## src/rtl/uart_bridge_pkg.sv

```systemverilog
// Shared constants and FSM state type for the uart command bridge.
package uart_bridge_pkg;

    localparam logic [7:0] CMD_WR  = 8'h57;
    localparam logic [7:0] CMD_RD  = 8'h52;
    localparam logic [7:0] RSP_ACK = 8'h06;
    localparam logic [7:0] RSP_NAK = 8'h15;

    typedef enum logic [2:0] {IDLE, ADDR, WDATA, BUS, RESP} st_e;

endpackage

```

## src/rtl/uart_cmd_bridge_if.sv

```systemverilog
// Uart byte and register bus signals of the command bridge; master = bridge side.
interface uart_cmd_bridge_if #(
    parameter int unsigned ADDR_W = 8,
    parameter int unsigned DATA_W = 32
);
    logic [7:0]        rx_byte;
    logic              rx_stb;
    logic [7:0]        tx_byte;
    logic              tx_req;
    logic              tx_idle;
    logic              bus_req;
    logic              bus_we;
    logic [ADDR_W-1:0] bus_addr;
    logic [DATA_W-1:0] bus_wdata;
    logic [DATA_W-1:0] bus_rdata;
    logic              bus_ack;
    logic              busy;
    logic              rx_drop;

    modport master (
        input  rx_byte, rx_stb, tx_idle, bus_rdata, bus_ack,
        output tx_byte, tx_req, bus_req, bus_we, bus_addr, bus_wdata, busy, rx_drop
    );

    modport slave (
        output rx_byte, rx_stb, tx_idle, bus_rdata, bus_ack,
        input  tx_byte, tx_req, bus_req, bus_we, bus_addr, bus_wdata, busy, rx_drop
    );
endinterface

```

## src/rtl/uart_bridge_txser.sv

```systemverilog
// Reply serialiser: shifts out up to NB bytes LSB first, one tx_req per idle transmitter.
module uart_bridge_txser #(
    parameter int unsigned DATA_W = 32,
    parameter int unsigned CNT_W  = 3
) (
    input  logic              clk,
    input  logic              rst_,
    input  logic              load,
    input  logic [CNT_W-1:0]  cnt,
    input  logic [DATA_W-1:0] data,
    input  logic              tx_idle,
    output logic [7:0]        tx_byte,
    output logic              tx_req,
    output logic              done
);
    logic [DATA_W-1:0] shreg_q, shreg_d;
    logic [CNT_W-1:0]  left_q, left_d;
    logic [7:0]        byte_q, byte_d;
    logic              req_q, hold_q, fire;

    // hold_q masks tx_idle for the cycle after a pulse, before the uart has dropped it
    assign fire = (left_q != '0) && tx_idle && !req_q && !hold_q;
    assign done = fire && (left_q == CNT_W'(1));

    always_comb begin
        shreg_d = shreg_q;
        left_d  = left_q;
        byte_d  = byte_q;
        if (load) begin
            shreg_d = data;
            left_d  = cnt;
        end else if (fire) begin
            byte_d  = shreg_q[7:0];
            shreg_d = shreg_q >> 8;
            left_d  = left_q - CNT_W'(1);
        end
    end

    always_ff @(posedge clk or negedge rst_) begin
        if (!rst_) begin
            shreg_q <= '0;
            left_q  <= '0;
            byte_q  <= '0;
            req_q   <= 1'b0;
            hold_q  <= 1'b0;
        end else begin
            shreg_q <= shreg_d;
            left_q  <= left_d;
            byte_q  <= byte_d;
            req_q   <= fire;
            hold_q  <= req_q;
        end
    end

    assign tx_byte = byte_q;
    assign tx_req  = req_q;
endmodule

```

## src/rtl/uart_cmd_bridge.sv

```systemverilog
// Uart command bridge: parses W/R byte commands, does one bus access, replies over uart.
// Optional inter-byte timeout enabled by defining UART_BRIDGE_TIMEOUT_EN.
module uart_cmd_bridge
    import uart_bridge_pkg::*;
#(
    parameter int unsigned ADDR_W      = 8,
    parameter int unsigned DATA_W      = 32,
    parameter int unsigned TIMEOUT_CYC = 1000000
) (
    input  logic              clk,
    input  logic              rst_,
    uart_cmd_bridge_if.master bif
);
    localparam int unsigned NB    = DATA_W / 8;
    localparam int unsigned CNT_W = $clog2(NB) + 1;

    st_e               state_q, state_d;
    logic              is_wr_q, is_wr_d;
    logic [ADDR_W-1:0] addr_q, addr_d;
    logic [DATA_W-1:0] wdata_q, wdata_d;
    logic [CNT_W-1:0]  cnt_q, cnt_d;
    logic              req_q, req_d;
    logic              drop_q, drop_d;
    logic              load, done, tmo_expire;
    logic [CNT_W-1:0]  load_cnt;
    logic [DATA_W-1:0] load_data;

`ifdef UART_BRIDGE_TIMEOUT_EN
    logic [31:0] tmo_q;
    logic        tmo_run;

    assign tmo_run    = (state_q == ADDR) || (state_q == WDATA);
    assign tmo_expire = tmo_run && (tmo_q == 32'(TIMEOUT_CYC - 1));

    always_ff @(posedge clk or negedge rst_) begin
        if (!rst_) begin
            tmo_q <= '0;
        end else if (bif.rx_stb || !tmo_run) begin
            tmo_q <= '0;
        end else begin
            tmo_q <= tmo_q + 32'd1;
        end
    end
`else
    logic unused_cfg;
    assign unused_cfg = ^TIMEOUT_CYC;
    assign tmo_expire = 1'b0;
`endif

    always_comb begin
        state_d   = state_q;
        is_wr_d   = is_wr_q;
        addr_d    = addr_q;
        wdata_d   = wdata_q;
        cnt_d     = cnt_q;
        req_d     = req_q;
        drop_d    = 1'b0;
        load      = 1'b0;
        load_cnt  = '0;
        load_data = '0;
        unique case (state_q)
            IDLE: begin
                if (bif.rx_stb) begin
                    if (bif.rx_byte == CMD_WR || bif.rx_byte == CMD_RD) begin
                        is_wr_d = (bif.rx_byte == CMD_WR);
                        state_d = ADDR;
                    end else begin
                        load      = 1'b1;
                        load_cnt  = CNT_W'(1);
                        load_data = DATA_W'(RSP_NAK);
                        state_d   = RESP;
                    end
                end
            end
            ADDR: begin
                // a byte landing in the expiry cycle takes priority over the timeout
                if (bif.rx_stb) begin
                    addr_d  = ADDR_W'(bif.rx_byte);
                    cnt_d   = '0;
                    state_d = is_wr_q ? WDATA : BUS;
                end else if (tmo_expire) begin
                    state_d = IDLE;
                end
            end
            WDATA: begin
                if (bif.rx_stb) begin
                    wdata_d[8*cnt_q +: 8] = bif.rx_byte;
                    cnt_d = cnt_q + CNT_W'(1);
                    if (cnt_q == CNT_W'(NB - 1)) begin
                        state_d = BUS;
                    end
                end else if (tmo_expire) begin
                    state_d = IDLE;
                end
            end
            BUS: begin
                drop_d = bif.rx_stb;
                if (req_q && bif.bus_ack) begin
                    req_d     = 1'b0;
                    load      = 1'b1;
                    load_cnt  = is_wr_q ? CNT_W'(1) : CNT_W'(NB);
                    load_data = is_wr_q ? DATA_W'(RSP_ACK) : bif.bus_rdata;
                    state_d   = RESP;
                end else begin
                    req_d = 1'b1;
                end
            end
            RESP: begin
                drop_d = bif.rx_stb;
                if (done) begin
                    state_d = IDLE;
                end
            end
            default: state_d = IDLE;
        endcase
    end

    always_ff @(posedge clk or negedge rst_) begin
        if (!rst_) begin
            state_q <= IDLE;
            is_wr_q <= 1'b0;
            addr_q  <= '0;
            wdata_q <= '0;
            cnt_q   <= '0;
            req_q   <= 1'b0;
            drop_q  <= 1'b0;
        end else begin
            state_q <= state_d;
            is_wr_q <= is_wr_d;
            addr_q  <= addr_d;
            wdata_q <= wdata_d;
            cnt_q   <= cnt_d;
            req_q   <= req_d;
            drop_q  <= drop_d;
        end
    end

    uart_bridge_txser #(
        .DATA_W (DATA_W),
        .CNT_W  (CNT_W)
    ) u_txser (
        .clk     (clk),
        .rst_    (rst_),
        .load    (load),
        .cnt     (load_cnt),
        .data    (load_data),
        .tx_idle (bif.tx_idle),
        .tx_byte (bif.tx_byte),
        .tx_req  (bif.tx_req),
        .done    (done)
    );

    assign bif.bus_req   = req_q;
    assign bif.bus_we    = is_wr_q;
    assign bif.bus_addr  = addr_q;
    assign bif.bus_wdata = wdata_q;
    assign bif.busy      = (state_q != IDLE);
    assign bif.rx_drop   = drop_q;
endmodule

```

## src/flat_wrapper.sv

```systemverilog
// flat-port wrapper written by rule: the top's interface ports become plain ports
module uart_cmd_bridge_flat import uart_bridge_pkg::*;
#(
    parameter int unsigned ADDR_W      = 8,
    parameter int unsigned DATA_W      = 32,
    parameter int unsigned TIMEOUT_CYC = 1000000
)
  (clk, rst_, bif_rx_byte, bif_rx_stb, bif_tx_idle, bif_bus_rdata, bif_bus_ack, bif_tx_byte, bif_tx_req, bif_bus_req, bif_bus_we, bif_bus_addr, bif_bus_wdata, bif_busy, bif_rx_drop);
  uart_cmd_bridge_if #(.ADDR_W(ADDR_W), .DATA_W(DATA_W)) bif_i ();
  input  logic clk;
  input  logic rst_;
  input wire logic [$bits(bif_i.rx_byte)-1:0] bif_rx_byte;
  input wire logic [$bits(bif_i.rx_stb)-1:0] bif_rx_stb;
  input wire logic [$bits(bif_i.tx_idle)-1:0] bif_tx_idle;
  input wire logic [$bits(bif_i.bus_rdata)-1:0] bif_bus_rdata;
  input wire logic [$bits(bif_i.bus_ack)-1:0] bif_bus_ack;
  output wire logic [$bits(bif_i.tx_byte)-1:0] bif_tx_byte;
  output wire logic [$bits(bif_i.tx_req)-1:0] bif_tx_req;
  output wire logic [$bits(bif_i.bus_req)-1:0] bif_bus_req;
  output wire logic [$bits(bif_i.bus_we)-1:0] bif_bus_we;
  output wire logic [$bits(bif_i.bus_addr)-1:0] bif_bus_addr;
  output wire logic [$bits(bif_i.bus_wdata)-1:0] bif_bus_wdata;
  output wire logic [$bits(bif_i.busy)-1:0] bif_busy;
  output wire logic [$bits(bif_i.rx_drop)-1:0] bif_rx_drop;
  assign bif_i.rx_byte = bif_rx_byte;
  assign bif_i.rx_stb = bif_rx_stb;
  assign bif_i.tx_idle = bif_tx_idle;
  assign bif_i.bus_rdata = bif_bus_rdata;
  assign bif_i.bus_ack = bif_bus_ack;
  assign bif_tx_byte = bif_i.tx_byte;
  assign bif_tx_req = bif_i.tx_req;
  assign bif_bus_req = bif_i.bus_req;
  assign bif_bus_we = bif_i.bus_we;
  assign bif_bus_addr = bif_i.bus_addr;
  assign bif_bus_wdata = bif_i.bus_wdata;
  assign bif_busy = bif_i.busy;
  assign bif_rx_drop = bif_i.rx_drop;
  uart_cmd_bridge #(.ADDR_W(ADDR_W), .DATA_W(DATA_W), .TIMEOUT_CYC(TIMEOUT_CYC)) u_core (.clk(clk), .rst_(rst_), .bif(bif_i));
endmodule
```

## config.mk

```make
export PLATFORM = sky130hd
export DESIGN_NAME = uart_cmd_bridge_flat
export DESIGN_NICKNAME = d
export VERILOG_FILES = /design/src/rtl/uart_bridge_pkg.sv /design/src/rtl/uart_cmd_bridge_if.sv /design/src/rtl/uart_bridge_txser.sv /design/src/rtl/uart_cmd_bridge.sv /design/src/flat_wrapper.sv
export SDC_FILE = /design/constraint.sdc
export NUM_CORES = 1
export LEC_CHECK = 0
export ABC_AREA = 1
export ABC_CLOCK_PERIOD_IN_PS = 2500
export CAP_MARGIN = 5
export CORE_ASPECT_RATIO = 1.2
export CORE_MARGIN = 2
export CORE_UTILIZATION = 35
export CTS_CLUSTER_DIAMETER = 150
export DETAILED_ROUTE_END_ITERATION = 6
export DONT_BUFFER_PORTS = 1
export PLACE_DENSITY_LB_ADDON = 0.25
export SLEW_MARGIN = 20
export SYNTH_ARGS = -nofsm -noshare
export SYNTH_HDL_FRONTEND = slang
export SYNTH_SLANG_ARGS = --single-unit
```

## constraint.sdc

```tcl
create_clock -name clk -period 2.5 [get_ports clk]
set_input_delay 0.375 -clock clk [delete_from_list [all_inputs] [get_ports clk]]
set_output_delay 0.375 -clock clk [all_outputs]
set_load 0.005 [all_outputs]
```

## Word-level counts from Yosys, hierarchy flattened

Cells that the tools add are included.

| word-level totals | value |
|---|---|
| flip-flop bits (word level) | 94 |
| input bits | 45 |
| output and inout bits | 53 |

| operators by class | value |
|---|---|
| add/subtract/negate cells | 3 |
| reductions and logical operators | 20 |
| eq/ne operators | 14 |
| bitwise operators | 1 |
| muxes and demuxes | 33 |
| shifts and indexed selects | 2 |

Operators with widths:

| cell | count |
|---|---|
| two-way mux 32 bit | 5 |
| one-hot mux 32 bit (2 select lines) | 1 |
| two-way mux 3 bit | 14 |
| negator 6 -> 34 bit | 1 |
| variable shift 8 x 34 -> 32 bit, first input constant | 1 |
| variable part select 8 x 34 -> 32 bit | 1 |
| bitwise mux 32 bit | 1 |
| equality test 8 x 7 -> 1 bit, second input constant | 2 |
| one-hot mux 3 bit (5 select lines) | 1 |
| one-hot mux 3 bit (2 select lines) | 2 |
| equality test 3 x 2 -> 1 bit, second input constant | 3 |
| two-way mux 1 bit | 7 |
| equality test 3 x 1 -> 1 bit, second input constant | 2 |
| != test 2 x 1 -> 1 bit, second input constant | 3 |
| != test 2 bit, second input constant | 3 |
| AND reduction 2 bit | 3 |
| AND reduction 3 bit | 2 |
| AND reduction 6 bit | 1 |
| nonzero test 3 bit | 2 |
| logical AND 1 bit | 5 |
| two-way mux 5 bit | 1 |
| nonzero test 2 bit | 2 |
| adder 3 x 1 -> 3 bit, second input constant | 1 |
| equality test 3 bit, second input constant | 1 |
| 7 further kinds | 8 |

## Logic depth before layout (Yosys ltp)

| depth | value |
|---|---|
| depth in word-level cells | 7 |
| mapped depth | 11 |

## Modules after synthesis

A second synthesis with hierarchy kept.

| unflattened totals | value |
|---|---|
| cells, all modules | 639 |
| area total of the unflattened synthesis | 4,978.5 um^2 |

Modules (own cells, without submodules):

| module | area an instance (um^2) | times used | sequential area each (um^2) | cells an instance |
|---|---|---|---|---|
| uart_cmd_bridge | 2,717.6 | 1 | 1,226.2 | 347 |
| uart_bridge_txser | 2,260.9 | 1 | 1,126.1 | 292 |

## Worst setup path after synthesis

OpenSTA, ideal clock, no wires.

| timing path | value |
|---|---|
| path type | reg-to-reg |
| start point | register u_core.cnt_q[0] |
| end point | register u_core.wdata_q[10] (netlist: u_core.bif.bus_wdata[10]) |
| path buffers | 2 |
| path slack | 432 ps |
| setup time | 117 ps |
| data arrival time | 1,951 ps |
| stages on the path, launching flop included | 11 |
| path through | dfrtp_1 > inv_2 > clkbuf_1 > ha_1 > ha_1 > inv_1 > buf_2 > nor3_4 > nand2_2 > nand2_1 > nand2_1 |

| on the way | value |
|---|---|
| cells in the longest elaborated chain, start to end | 3 |

Ends and longest elaborated chain:

| element | line | text |
|---|---|---|
| from (decl) | uart_cmd_bridge.sv:21 | `logic [CNT_W-1:0] cnt_q, cnt_d;` |
| from (signal assigned) | uart_cmd_bridge.sv:132 | `cnt_q <= cnt_d;` |
| negator 6 -> 34 bit * | uart_cmd_bridge.sv:87 | `wdata_d[8*cnt_q +: 8] = bif.rx_byte;` |
| variable part select 8 x 34 -> 32 bit / variable shift 8 x 34 -> 32 bit (equally long branches) | uart_cmd_bridge.sv:87 |  |
| bitwise mux 32 bit * | uart_cmd_bridge.sv:87 |  |
| to (signal assigned) | uart_cmd_bridge.sv:131 | `wdata_q <= wdata_d;` |
| to (decl) | uart_cmd_bridge.sv:20 | `logic [DATA_W-1:0] wdata_q, wdata_d;` |

Mark *: on every way between the ends. The rest lies on a longest branch, timed or not.
A chain may end at the register's enable or synchronous reset.

## Worst setup path in the final report

| timing path | value |
|---|---|
| start point | register u_core.cnt_q[0] |
| end point | register u_core.wdata_q[4] (netlist: u_core.bif.bus_wdata[4]) |

The elaborated chain is that of the path after synthesis.

==> impl_metrics.json <==
{
  "period_minus_slack_ns": 2.280,
  "setup.worst_path.end_class": "register",
  "antenna_found_initial": 0,
  "cts_sinks": 94,
  "synth_top_area_cell": "dfrtp_1",
  "fp.dieW_um": 109.4,
  "fmax_mhz": 438.7,
  "gr-total-overflow": 0,
  "reg2reg_depth": 8,
  "cp-start-kind": "register",
  "finalMaxSlewViolations": 0,
  "grt_max_degree": 95,
  "crit_arrival_ns": 2.55,
  "synth_area_um2": 4667,
  "drt_iter0_drc": 204,
  "grt_pass1_vias": 3310,
  "drive_above_1_share_pct": 9.211,
  "first_pass_iters": 4,
  "rsz0062_at_grt": "no",
  "hold_slack_ns": -0.2727,
  "grt_pass1_wl_um": 17460,
  "hold_class": "in2async",
  "clk-insertion-delay-late_ns": 0.34,
  "drc": 0,
  "pre_cts_slack_ns": 0.2072,
  "slew_headroom_pct": 62.85,
  "num_vias": 3537,
  "place_congestion": 0.8469,
  "initial_core_util_pct": 35.56,
  "ys_types": 34,
  "cts_buffers": 9,
  "ys_ff_latch": 94,
  "violations": "hold timing",
  "clk_pin_slew_worst_paths_ns": 0.07,
  "clock_path_buffers": 2,
  "ant_nets": 0,
  "port_buffers": 0,
  "status": "finished, violations left",
  "final.setup_skew_ns": 0.009720,
  "startpoint": "u_core.cnt_q[0]",
  "grt_use_total_pct": 15.82,
  "yosysSeqAreaShare_pct": 50.40,
  "power_per_cell_area_nw_per_um2": 959.3,
  "drt-wirelength-per-cell_um": 15.39,
  "num_antenna_cells": 0,
  "crit_type": "reg2reg",
  "ys_warn_count": 0,
  "fin_crit_sh_pct": 91.18,
  "worstMarginPinSlew_ns": 0.5555,
  "via_per_inst": 5.053,
  "synthCells": 542,
  "wl_um": 10770,
  "die_h_um": 130.5,
  "core_um2": 13120,
  "worstPathRequired_ns": 2.77,
  "r2r_start": "u_core.cnt_q[0]",
  "fin_ws_ns": 0.2204,
  "path_max_fanout": 16,
  "synth.avg_cell_area_um2": 8.611,
  "layout.nets": 579,
  "syn2layout_area_growth_pct": 8.204,
  "synth.top_cell.area_share_pct": 50.40,
  "pin_count": 98,
  "drv_cap": 0,
  "hold_viol_final": 94,
  "cts_resized": 0,
  "power_leakage_nw": 2.517,
  "synth.area.top_cells": "dfrtp_1 (50%), nand2_1 (12%), nand4_1 (6.6%)",
  "dieArea_um2": 14280,
  "post_cts_buffers": 0,
  "hpwl_um": 7407,
  "tritoncts": "yes",
  "ir_drop_v": 0.0003705,
  "worstReg2RegEnd": "u_core.bif.bus_wdata[4]",
  "setup_viol": 0,
  "rows": 46,
  "h-tree-depth": 3,
  "rrSetupSlack_ns": 0.22,
  "fin_setup_tns_ns": 0,
  "cts_root_buffer": "clkbuf_16",
  "synth_nets": 594
}
cells in the mapped netlist, drive strengths merged:
master and n:
nor2 35, nand3 54, nand2 156, o22ai 1
o21ai 24, nand3b 2, a21oi 16, nor3 4
a31oi 1, ha 7, nor4 8, clkbuf 5
a211oi 1, buf 25, xor2 1, clkinv 1
nand4 50, inv 57, dfrtp 94
routing by layer:
| metal | GRT usage [%] | vias to the layer above | share of wire, % |
|---|---|---|---|
| met4 | 4.691 | 0 | 1.2 |
| li1 | - | 1759 | - |
| met5 | 0 | - | 0 |
| met1 | 20.74 | 1668 | 43 |
| met2 | 24.47 | 98 | 48 |
| met3 | 5.903 | 12 | 7.7 |
worst max-delay path: stages, from the launching register on:
cell	delay, ns
dfrtp_1	0.41
inv_2	0.14
ha_1	0.23
ha_1	0.28
inv_1	0.35
nand3_4	0.12
nor3_4	0.46
nor2_1	0.08
a21oi_1	0.14
where the power goes:
part           total (W)  switching [W]  internal (W)
clock network    0.00158       0.000594      0.000985
logic            0.00130       0.000878      0.000423
registers        0.00196       0.000179       0.00179
cell usage in the layout (no fill, tap or decap), drive strengths merged:
master    Yosys  layout
ha            7       7
o21ai        24      24
buf          25       4
nand3b        2       2
nand4        50      50
a211oi        1       1
nor2         35      35
nand3        54      54
clkinvlp      0       1
nand2       156     156
bufinv        0       3
o22ai         1       1
inv          57      59
xor2          1       1
dfrtp        94      94
clkinv        1       1
a31oi         1       1
clkbuf        5      10
a21oi        16      16
nor4          8       8
nor3          4       4
area by class of cell:
| cell class | count | area [um^2] |
|---|---|---|
| Sequential cell | 94 | 2352 |
| Tap cell | 168 | 210.2 |
| Inverter | 58 | 222.7 |
| Clock inverter | 6 | 115.1 |
| Timing Repair Buffer | 4 | 55.05 |
| Multi-Input combinational cell | 360 | 1866 |
| Fill cell | 1346 | 8073 |
| Clock buffer | 10 | 229.0 |
cell families (layout without fill, tap and decap cells):
kind of cell	count (synthesis)	count (layout)	share of synthesized area [%]
adders and majority gates	7	7	1.877
DFF	94	94	50.40
and+or+nand+nor	309	309	33.06
buffers and inverters	88	78	9.625
AOI/OAI and AO/OA	43	43	4.853
xor gates and xnor gates	1	1	0.1877
state kept, by name (all words and copies together) (netlist names):
register / flops
u_core.u_txser.hold_q: 1
u_core.bif.bus_wdata: 32
u_core.u_txser.tx_byte: 8
u_core.bif.bus_we: 1
u_core.u_txser.tx_req: 1
u_core.bif.bus_req: 1
u_core.u_txser.shreg_q: 32
u_core.state_q: 3
u_core.bif.rx_drop: 1
u_core.bif.bus_addr: 8
u_core.cnt_q: 3
u_core.u_txser.left_q: 3
how the worst max path moves through the flow:
stage | depth (start not counted) | end | slack [ns]
floorplan | 10 | u_core.bif.bus_wdata[10] | 0.43
global route | 8 | u_core.bif.bus_wdata[6] | 0.01
finish | 8 | u_core.bif.bus_wdata[4] | 0.22
CTS | 8 | u_core.bif.bus_wdata[7] | 0.19
detailed placement | 8 | u_core.bif.bus_wdata[5] | 0.21
global placement | 8 | u_core.bif.bus_wdata[7] | 0.32
stage by stage:
stage	std cells	total power, W	area, um^2	util (%)	hold WS [ns]
floorplan	542	0.003081	4667	-	0.07941
global placement	684	0.003254	4706	35.86	0.08721
detailed placement	684	0.003302	4706	35.86	0.08625
CTS	700	0.004895	5050	38.48	-0.2839
global route	700	0.005204	5050	38.48	-0.2970
finish	700	0.004844	5050	38.48	-0.2727
No activity file was read; power rests on OpenSTA's default activity.
